**src/rtl/control_unit_seq_if.sv**
```systemverilog
// Instruction/status bundle between the issuing datapath and the control sequencer.
// The master modport issues instructions and the slave modport sequences them.
interface control_unit_seq_if #(
  parameter int NREG = 4,
  parameter int OPW  = 4,
  parameter int FW   = 4,
  parameter int REPW = 3
);
  localparam int RIDX = (NREG > 1) ? $clog2(NREG) : 1;

  logic            execute_n;
  logic [OPW-1:0]  opcode;
  logic [RIDX-1:0] dst;
  logic [RIDX-1:0] src;
  logic [REPW-1:0] rep;

  logic [FW-1:0]   F;
  logic [1:0]      B_sel;
  logic [RIDX-1:0] src_sel;
  logic [NREG-1:0] write_en;
  logic            write_o;
  logic            write_cz;
  logic            busy;
  logic            done;
  logic            illegal;

  modport master (
    output execute_n, opcode, dst, src, rep,
    input  F, B_sel, src_sel, write_en, write_o, write_cz, busy, done, illegal
  );

  modport slave (
    input  execute_n, opcode, dst, src, rep,
    output F, B_sel, src_sel, write_en, write_o, write_cz, busy, done, illegal
  );
endinterface

```
**src/rtl/control_unit_seq.sv**
```systemverilog
// Multi-cycle control sequencer: latches one instruction on a falling edge of execute_n,
// then walks IDLE -> DECODE -> EXEC (rep+1 cycles) -> DONE, driving registered datapath controls.
module control_unit_seq #(
  parameter int NREG = 4,
  parameter int OPW  = 4,
  parameter int FW   = 4,
  parameter int REPW = 3
) (
  input  logic                clk,
  input  logic                rst,
  control_unit_seq_if.slave   bus
);
  localparam int RIDX = (NREG > 1) ? $clog2(NREG) : 1;
  localparam logic [OPW-1:0] OP_HI_MASK = ~OPW'(4'hF);

  typedef enum logic [1:0] {IDLE, DECODE, EXEC, DONE} state_t;

  state_t          state;
  logic            execute_n_q;
  logic [REPW-1:0] rep_cnt;

  // Strobe pattern captured at start and replayed on every EXEC cycle.
  logic [NREG-1:0] wen_q;
  logic            wo_q;
  logic            wcz_q;

  logic [FW-1:0]   f_r;
  logic [1:0]      b_sel_r;
  logic [RIDX-1:0] src_sel_r;
  logic [NREG-1:0] write_en_r;
  logic            write_o_r;
  logic            write_cz_r;
  logic            busy_r;
  logic            done_r;
  logic            illegal_r;

  logic [FW-1:0]   dec_f;
  logic [1:0]      dec_b_sel;
  logic [NREG-1:0] dec_wen;
  logic            dec_wo;
  logic            dec_wcz;
  logic            dec_illegal;
  logic            uses_dst;
  logic            start;

  assign start = (state == IDLE) && execute_n_q && !bus.execute_n;

  always_comb begin
    // NOTE: every decode output gets a default first so no path leaves one unassigned (no latch).
    dec_f       = '0;
    dec_b_sel   = 2'd0;
    dec_wo      = 1'b0;
    dec_wcz     = 1'b0;
    dec_illegal = 1'b0;
    uses_dst    = 1'b0;
    case (bus.opcode[3:0])
      4'h0: ;
      4'h1, 4'h2, 4'h3, 4'h4, 4'h5, 4'h6, 4'h7: begin
        dec_f    = FW'(bus.opcode[3:0]);
        dec_wcz  = 1'b1;
        uses_dst = 1'b1;
      end
      4'h8: begin
        dec_f     = FW'(4'hF);
        dec_b_sel = 2'd1;
        uses_dst  = 1'b1;
      end
      4'h9: begin
        dec_f    = FW'(4'hF);
        uses_dst = 1'b1;
      end
      4'hA: begin
        dec_f  = FW'(4'hF);
        dec_wo = 1'b1;
      end
      4'hB: begin
        dec_f   = FW'(4'h2);
        dec_wcz = 1'b1;
      end
      default: dec_illegal = 1'b1;
    endcase
    // Out-of-range destinations only exist when NREG is not a power of two.
    if (|(bus.opcode & OP_HI_MASK) || (uses_dst && (32'(bus.dst) >= NREG)))
      dec_illegal = 1'b1;
    dec_wen = uses_dst ? (NREG'(1) << bus.dst) : '0;
  end

  // NOTE: all state and outputs update with <= so each register sees only pre-edge values.
  always_ff @(posedge clk or posedge rst) begin
    if (rst) begin
      state       <= IDLE;
      execute_n_q <= 1'b1;
      rep_cnt     <= '0;
      wen_q       <= '0;
      wo_q        <= 1'b0;
      wcz_q       <= 1'b0;
      f_r         <= '0;
      b_sel_r     <= 2'd0;
      src_sel_r   <= '0;
      write_en_r  <= '0;
      write_o_r   <= 1'b0;
      write_cz_r  <= 1'b0;
      busy_r      <= 1'b0;
      done_r      <= 1'b0;
      illegal_r   <= 1'b0;
    end else begin
      execute_n_q <= bus.execute_n;
      case (state)
        IDLE: begin
          if (start) begin
            state     <= DECODE;
            busy_r    <= 1'b1;
            illegal_r <= dec_illegal;
            rep_cnt   <= bus.rep;
            if (!dec_illegal) begin
              f_r       <= dec_f;
              b_sel_r   <= dec_b_sel;
              src_sel_r <= bus.src;
              wen_q     <= dec_wen;
              wo_q      <= dec_wo;
              wcz_q     <= dec_wcz;
            end
          end
        end
        DECODE: begin
          if (illegal_r) begin
            state  <= DONE;
            done_r <= 1'b1;
          end else begin
            state      <= EXEC;
            write_en_r <= wen_q;
            write_o_r  <= wo_q;
            write_cz_r <= wcz_q;
          end
        end
        EXEC: begin
          if (rep_cnt == '0) begin
            state      <= DONE;
            done_r     <= 1'b1;
            write_en_r <= '0;
            write_o_r  <= 1'b0;
            write_cz_r <= 1'b0;
          end else begin
            rep_cnt <= rep_cnt - 1'b1;
          end
        end
        DONE: begin
          state     <= IDLE;
          busy_r    <= 1'b0;
          done_r    <= 1'b0;
          illegal_r <= 1'b0;
          f_r       <= '0;
          b_sel_r   <= 2'd0;
          src_sel_r <= '0;
          wen_q     <= '0;
          wo_q      <= 1'b0;
          wcz_q     <= 1'b0;
        end
        default: state <= IDLE;
      endcase
    end
  end

  assign bus.F        = f_r;
  assign bus.B_sel    = b_sel_r;
  assign bus.src_sel  = src_sel_r;
  assign bus.write_en = write_en_r;
  assign bus.write_o  = write_o_r;
  assign bus.write_cz = write_cz_r;
  assign bus.busy     = busy_r;
  assign bus.done     = done_r;
  assign bus.illegal  = illegal_r;
endmodule
```
**src/flat_wrapper.sv**
```systemverilog
// flat-port wrapper written by rule: the top's interface ports become plain ports
module control_unit_seq_flat 
#(
  parameter int NREG = 4,
  parameter int OPW  = 4,
  parameter int FW   = 4,
  parameter int REPW = 3
)
  (clk, rst, bus_execute_n, bus_opcode, bus_dst, bus_src, bus_rep, bus_F, bus_B_sel, bus_src_sel, bus_write_en, bus_write_o, bus_write_cz, bus_busy, bus_done, bus_illegal);
  control_unit_seq_if #(.NREG(NREG), .OPW(OPW), .FW(FW), .REPW(REPW)) bus_i ();
  input  logic clk;
  input  logic rst;
  input wire logic [$bits(bus_i.execute_n)-1:0] bus_execute_n;
  input wire logic [$bits(bus_i.opcode)-1:0] bus_opcode;
  input wire logic [$bits(bus_i.dst)-1:0] bus_dst;
  input wire logic [$bits(bus_i.src)-1:0] bus_src;
  input wire logic [$bits(bus_i.rep)-1:0] bus_rep;
  output wire logic [$bits(bus_i.F)-1:0] bus_F;
  output wire logic [$bits(bus_i.B_sel)-1:0] bus_B_sel;
  output wire logic [$bits(bus_i.src_sel)-1:0] bus_src_sel;
  output wire logic [$bits(bus_i.write_en)-1:0] bus_write_en;
  output wire logic [$bits(bus_i.write_o)-1:0] bus_write_o;
  output wire logic [$bits(bus_i.write_cz)-1:0] bus_write_cz;
  output wire logic [$bits(bus_i.busy)-1:0] bus_busy;
  output wire logic [$bits(bus_i.done)-1:0] bus_done;
  output wire logic [$bits(bus_i.illegal)-1:0] bus_illegal;
  assign bus_i.execute_n = bus_execute_n;
  assign bus_i.opcode = bus_opcode;
  assign bus_i.dst = bus_dst;
  assign bus_i.src = bus_src;
  assign bus_i.rep = bus_rep;
  assign bus_F = bus_i.F;
  assign bus_B_sel = bus_i.B_sel;
  assign bus_src_sel = bus_i.src_sel;
  assign bus_write_en = bus_i.write_en;
  assign bus_write_o = bus_i.write_o;
  assign bus_write_cz = bus_i.write_cz;
  assign bus_busy = bus_i.busy;
  assign bus_done = bus_i.done;
  assign bus_illegal = bus_i.illegal;
  control_unit_seq #(.NREG(NREG), .OPW(OPW), .FW(FW), .REPW(REPW)) u_core (.clk(clk), .rst(rst), .bus(bus_i));
endmodule
```
**config.mk**
```make
export PLATFORM = sky130hd
export DESIGN_NAME = control_unit_seq_flat
export DESIGN_NICKNAME = d
export VERILOG_FILES = /design/src/rtl/control_unit_seq_if.sv /design/src/rtl/control_unit_seq.sv /design/src/flat_wrapper.sv
export SDC_FILE = /design/constraint.sdc
export NUM_CORES = 1
export LEC_CHECK = 0
export CAP_MARGIN = 20
export CORE_UTILIZATION = 50
export CTS_CLUSTER_DIAMETER = 200
export DETAILED_ROUTE_END_ITERATION = 10
export DONT_BUFFER_PORTS = 1
export SKIP_CTS_REPAIR_TIMING = 1
export SYNTH_ARGS = -nofsm -noshare
export SYNTH_HDL_FRONTEND = slang
export SYNTH_SLANG_ARGS = --single-unit
```
**constraint.sdc**
```tcl
create_clock -name clk -period 4.1 [get_ports clk]
set_clock_uncertainty 0.1 [all_clocks]
set_input_delay 0.205 -clock clk [delete_from_list [all_inputs] [get_ports clk]]
set_output_delay 0.205 -clock clk [all_outputs]
set_load 0.005 [all_outputs]
```
==> impl_metrics.tcl <==
set metrics [dict create \
    status "complete, but fails checks" \
    violations "DRC" \
    crit_fanout 21 \
    clock_tree.root_cell "clkbuf_4" \
    dr_total_vias 1144 \
    slew_violations 0 \
    fin_setup_tns_ns 0 \
    maxCapViolations 0 \
    drive_above_1_share_pct 11.6 \
    syn_to_final_growth_pct 11.5 \
    synth_edf_count 0 \
    synthesis.nets 174 \
    port_buffers 0 \
    grt_start_max_net_pins 29 \
    core_sq_um 2810 \
    synthSimpleGateAreaFrac_pct 17.0 \
    yosysTopAreaCell "dfrtp_1" \
    ys_seq_elements 28 \
    clk_path_buf_depth 2 \
    critPathRequiredTime_ns 4.26 \
    end_kind "flip-flop" \
    num_rows 19 \
    initial_core_util_pct 54.1 \
    via_per_inst 5.87 \
    clock-sinks 28 \
    final_nets 186 \
    pwr_density_cell_nw_per_um2 650 \
    grt_pass1_vias 1017 \
    fill_cells 244 \
    rsz0062_at_grt "no" \
    synthMostInstantiatedCell "dfrtp_1" \
    wl_per_cell_um 15.5 \
    dieArea_sq_um 3260 \
    ant_nets 0 \
    final.hold.worst_slack_ns 0.0418 \
    globalplace.congestion 0.827 \
    io_pins 31 \
    crit_family "buffers and inverters" \
    ys_seq_area_share_pct 46.2 \
    yosys.area_share.adder_pct 5.77 \
    synthCells 153 \
    setup_viol 0 \
    max-vdd-ir-drop_v 0.000328 \
    synthMuxAreaShare_pct 5.19 \
    synth_area_leaders "dfrtp_1 45%, ha_1 5.8%, mux2_2 5.2%" \
    hold_viol 0 \
    synth_warnings 0 \
    gr-total-overflow 0 \
    antennaDiodeCount 0 \
    crit_path_max_incr_delay_ns 0.59 \
    synth_top_area_share_pct 44.5 \
    worst_path_max_delay_cell "dlygate4sd3_1" \
    synth_area_per_cell_sq_um 9.92 \
    synth_compound_gate_area_share_pct 20.0 \
    worstHoldPathType "in -> reg" \
    synth-main-ff-cell "dfrtp_1" \
    cp_cell_sequence "ha_1, nor2b_1, a31oi_1, buf_4, o41ai_2, dlygate4sd3_1" \
    critPathBufInv 2 \
    fin_total_pwr_mw 1.10 \
    cts_htree_levels 1 \
    synth.distinct_cells 39 \
    cts-buffers-inserted 3 \
    synth_top_family_by_area "compound AO/OA/AOI/OAI gates" \
    grt_use_total_pct 19.1 \
    drt_pass1_iterations 7 \
    synthXorXnorAreaFrac_pct 0 \
    antenna_found_initial 0 \
    async_flop_share_pct 100 \
    startpoint_type "flip-flop" \
    cellLeakagePower_nw 0.779 \
    drt_iter0_markers 57 \
    insertion_delay_ns 0.32 \
    crit_type "reg -> reg" \
    cts_tree "built" \
    min_period_ns 2.37 \
    synth_common_cells "27 x dfrtp_1, 20 x nand2_1, 12 x o21ai_0" \
    syn_area_sq_um 1520 \
    clk_pin_slew_ns 0.15 \
    grt_pass1_wl_um 4800 \
    die_h_um 57.1 \
    worstPathArrival_ns 2.53 \
    place_hpwl_um 2070 \
    fmax_mhz 422 \
    min_period_over_period_pct 57.7 \
    postRouteWirelength_um 3020 \
    die_width_um 57.1 \
    drc 4 \
]
-- power breakdown --
group          total [mW]  switching, mW  internal [mW]
sequential          0.460         0.0810          0.379
clock               0.114         0.0756         0.0381
combinational       0.526          0.291          0.234
-- metal layers --
metal / routed length, um / global-route usage, %
met1: 1370 / 25.7
met2: 1460 / 29.9
met3: 165 / 7.03
met4: 17 / 4.18
met5: 0 / 0
-- cell type report --
cell class	instances	area (sq um)	area share, %
Clock buffer	4	26.3	1.55
Tap cell	31	38.8	2.29
Sequential cell	28	702	41.5
Multi-Input combinational cell	108	732	43.3
Timing Repair Buffer	14	155	9.17
Inverter	10	37.5	2.22
-- worst paths after layout --
check	start	to	slack, ns	cells after the start
hold reg to reg	u_core.wen_q[2]	u_core.wen_q[2]	0.40	2
min in group asynchronous	rst	u_core.rep_cnt[0]	0.12	2
max in group asynchronous	rst	u_core.execute_n_q	3.30	3
hold / removal	bus_rep[2]	u_core.rep_cnt[2]	0.04	3
setup reg to reg	u_core.state[0]	u_core.wen_q[1]	1.73	6
setup / recovery	u_core.state[0]	u_core.wen_q[1]	1.73	6
-- sequential cells by signal, indices dropped and copies added (netlist names) --
signal               flops
u_core.bus.F             4
u_core.bus.write_en      4
u_core.wen_q             4
u_core.rep_cnt           3
u_core.bus.src_sel       2
u_core.state             2
u_core.bus.B_sel         1
u_core.bus.busy          1
u_core.bus.done          1
u_core.bus.illegal       1
u_core.bus.write_cz      1
u_core.bus.write_o       1
u_core.execute_n_q       1
u_core.wcz_q             1
u_core.wo_q              1
-- worst reg2reg max path, delay by kind of cell, from the launching register on --
family,cells,cell delay (ns)
flops,1,0.42
fa+ha+maj,1,0.42
simple gates,1,0.19
compound gates,2,0.36
buf+inv,2,0.81
-- per-stage QoR --
step	instance area, sq um	utilization [%]	std cells	worst slack [ns]
floorplan	1520	-	153	2.38
detailed placement	1520	54.1	178	2.01
finish	1690	60.3	195	1.73
CTS	1540	55.0	182	1.98
global placement	1520	54.1	178	2.08
global route	1690	60.3	195	1.61
-- cell families (layout without fill, tap and decap cells) --
logic type	Yosys count	after routing
other	1	1
muxes	7	7
adders and majority gates	7	7
and+or+nand+nor	52	52
buffers and inverters	17	28
DFF	28	28
AOI/OAI and AO/OA	41	41
-- layout by cell type, fill, tap and decap left out, types with 3 or more instances in the layout --
cell type,count
dfrtp_1,27
nand2_1,20
o21ai_0,12
dlygate4sd3_1,12
nor2b_1,8
inv_1,8
nor2_1,8
a21oi_1,7
mux2_2,7
ha_1,7
nand2b_1,5
o31ai_1,4
a22o_1,3
or4_1,3
clkbuf_4,3
(Power assumes the default switching activity.)
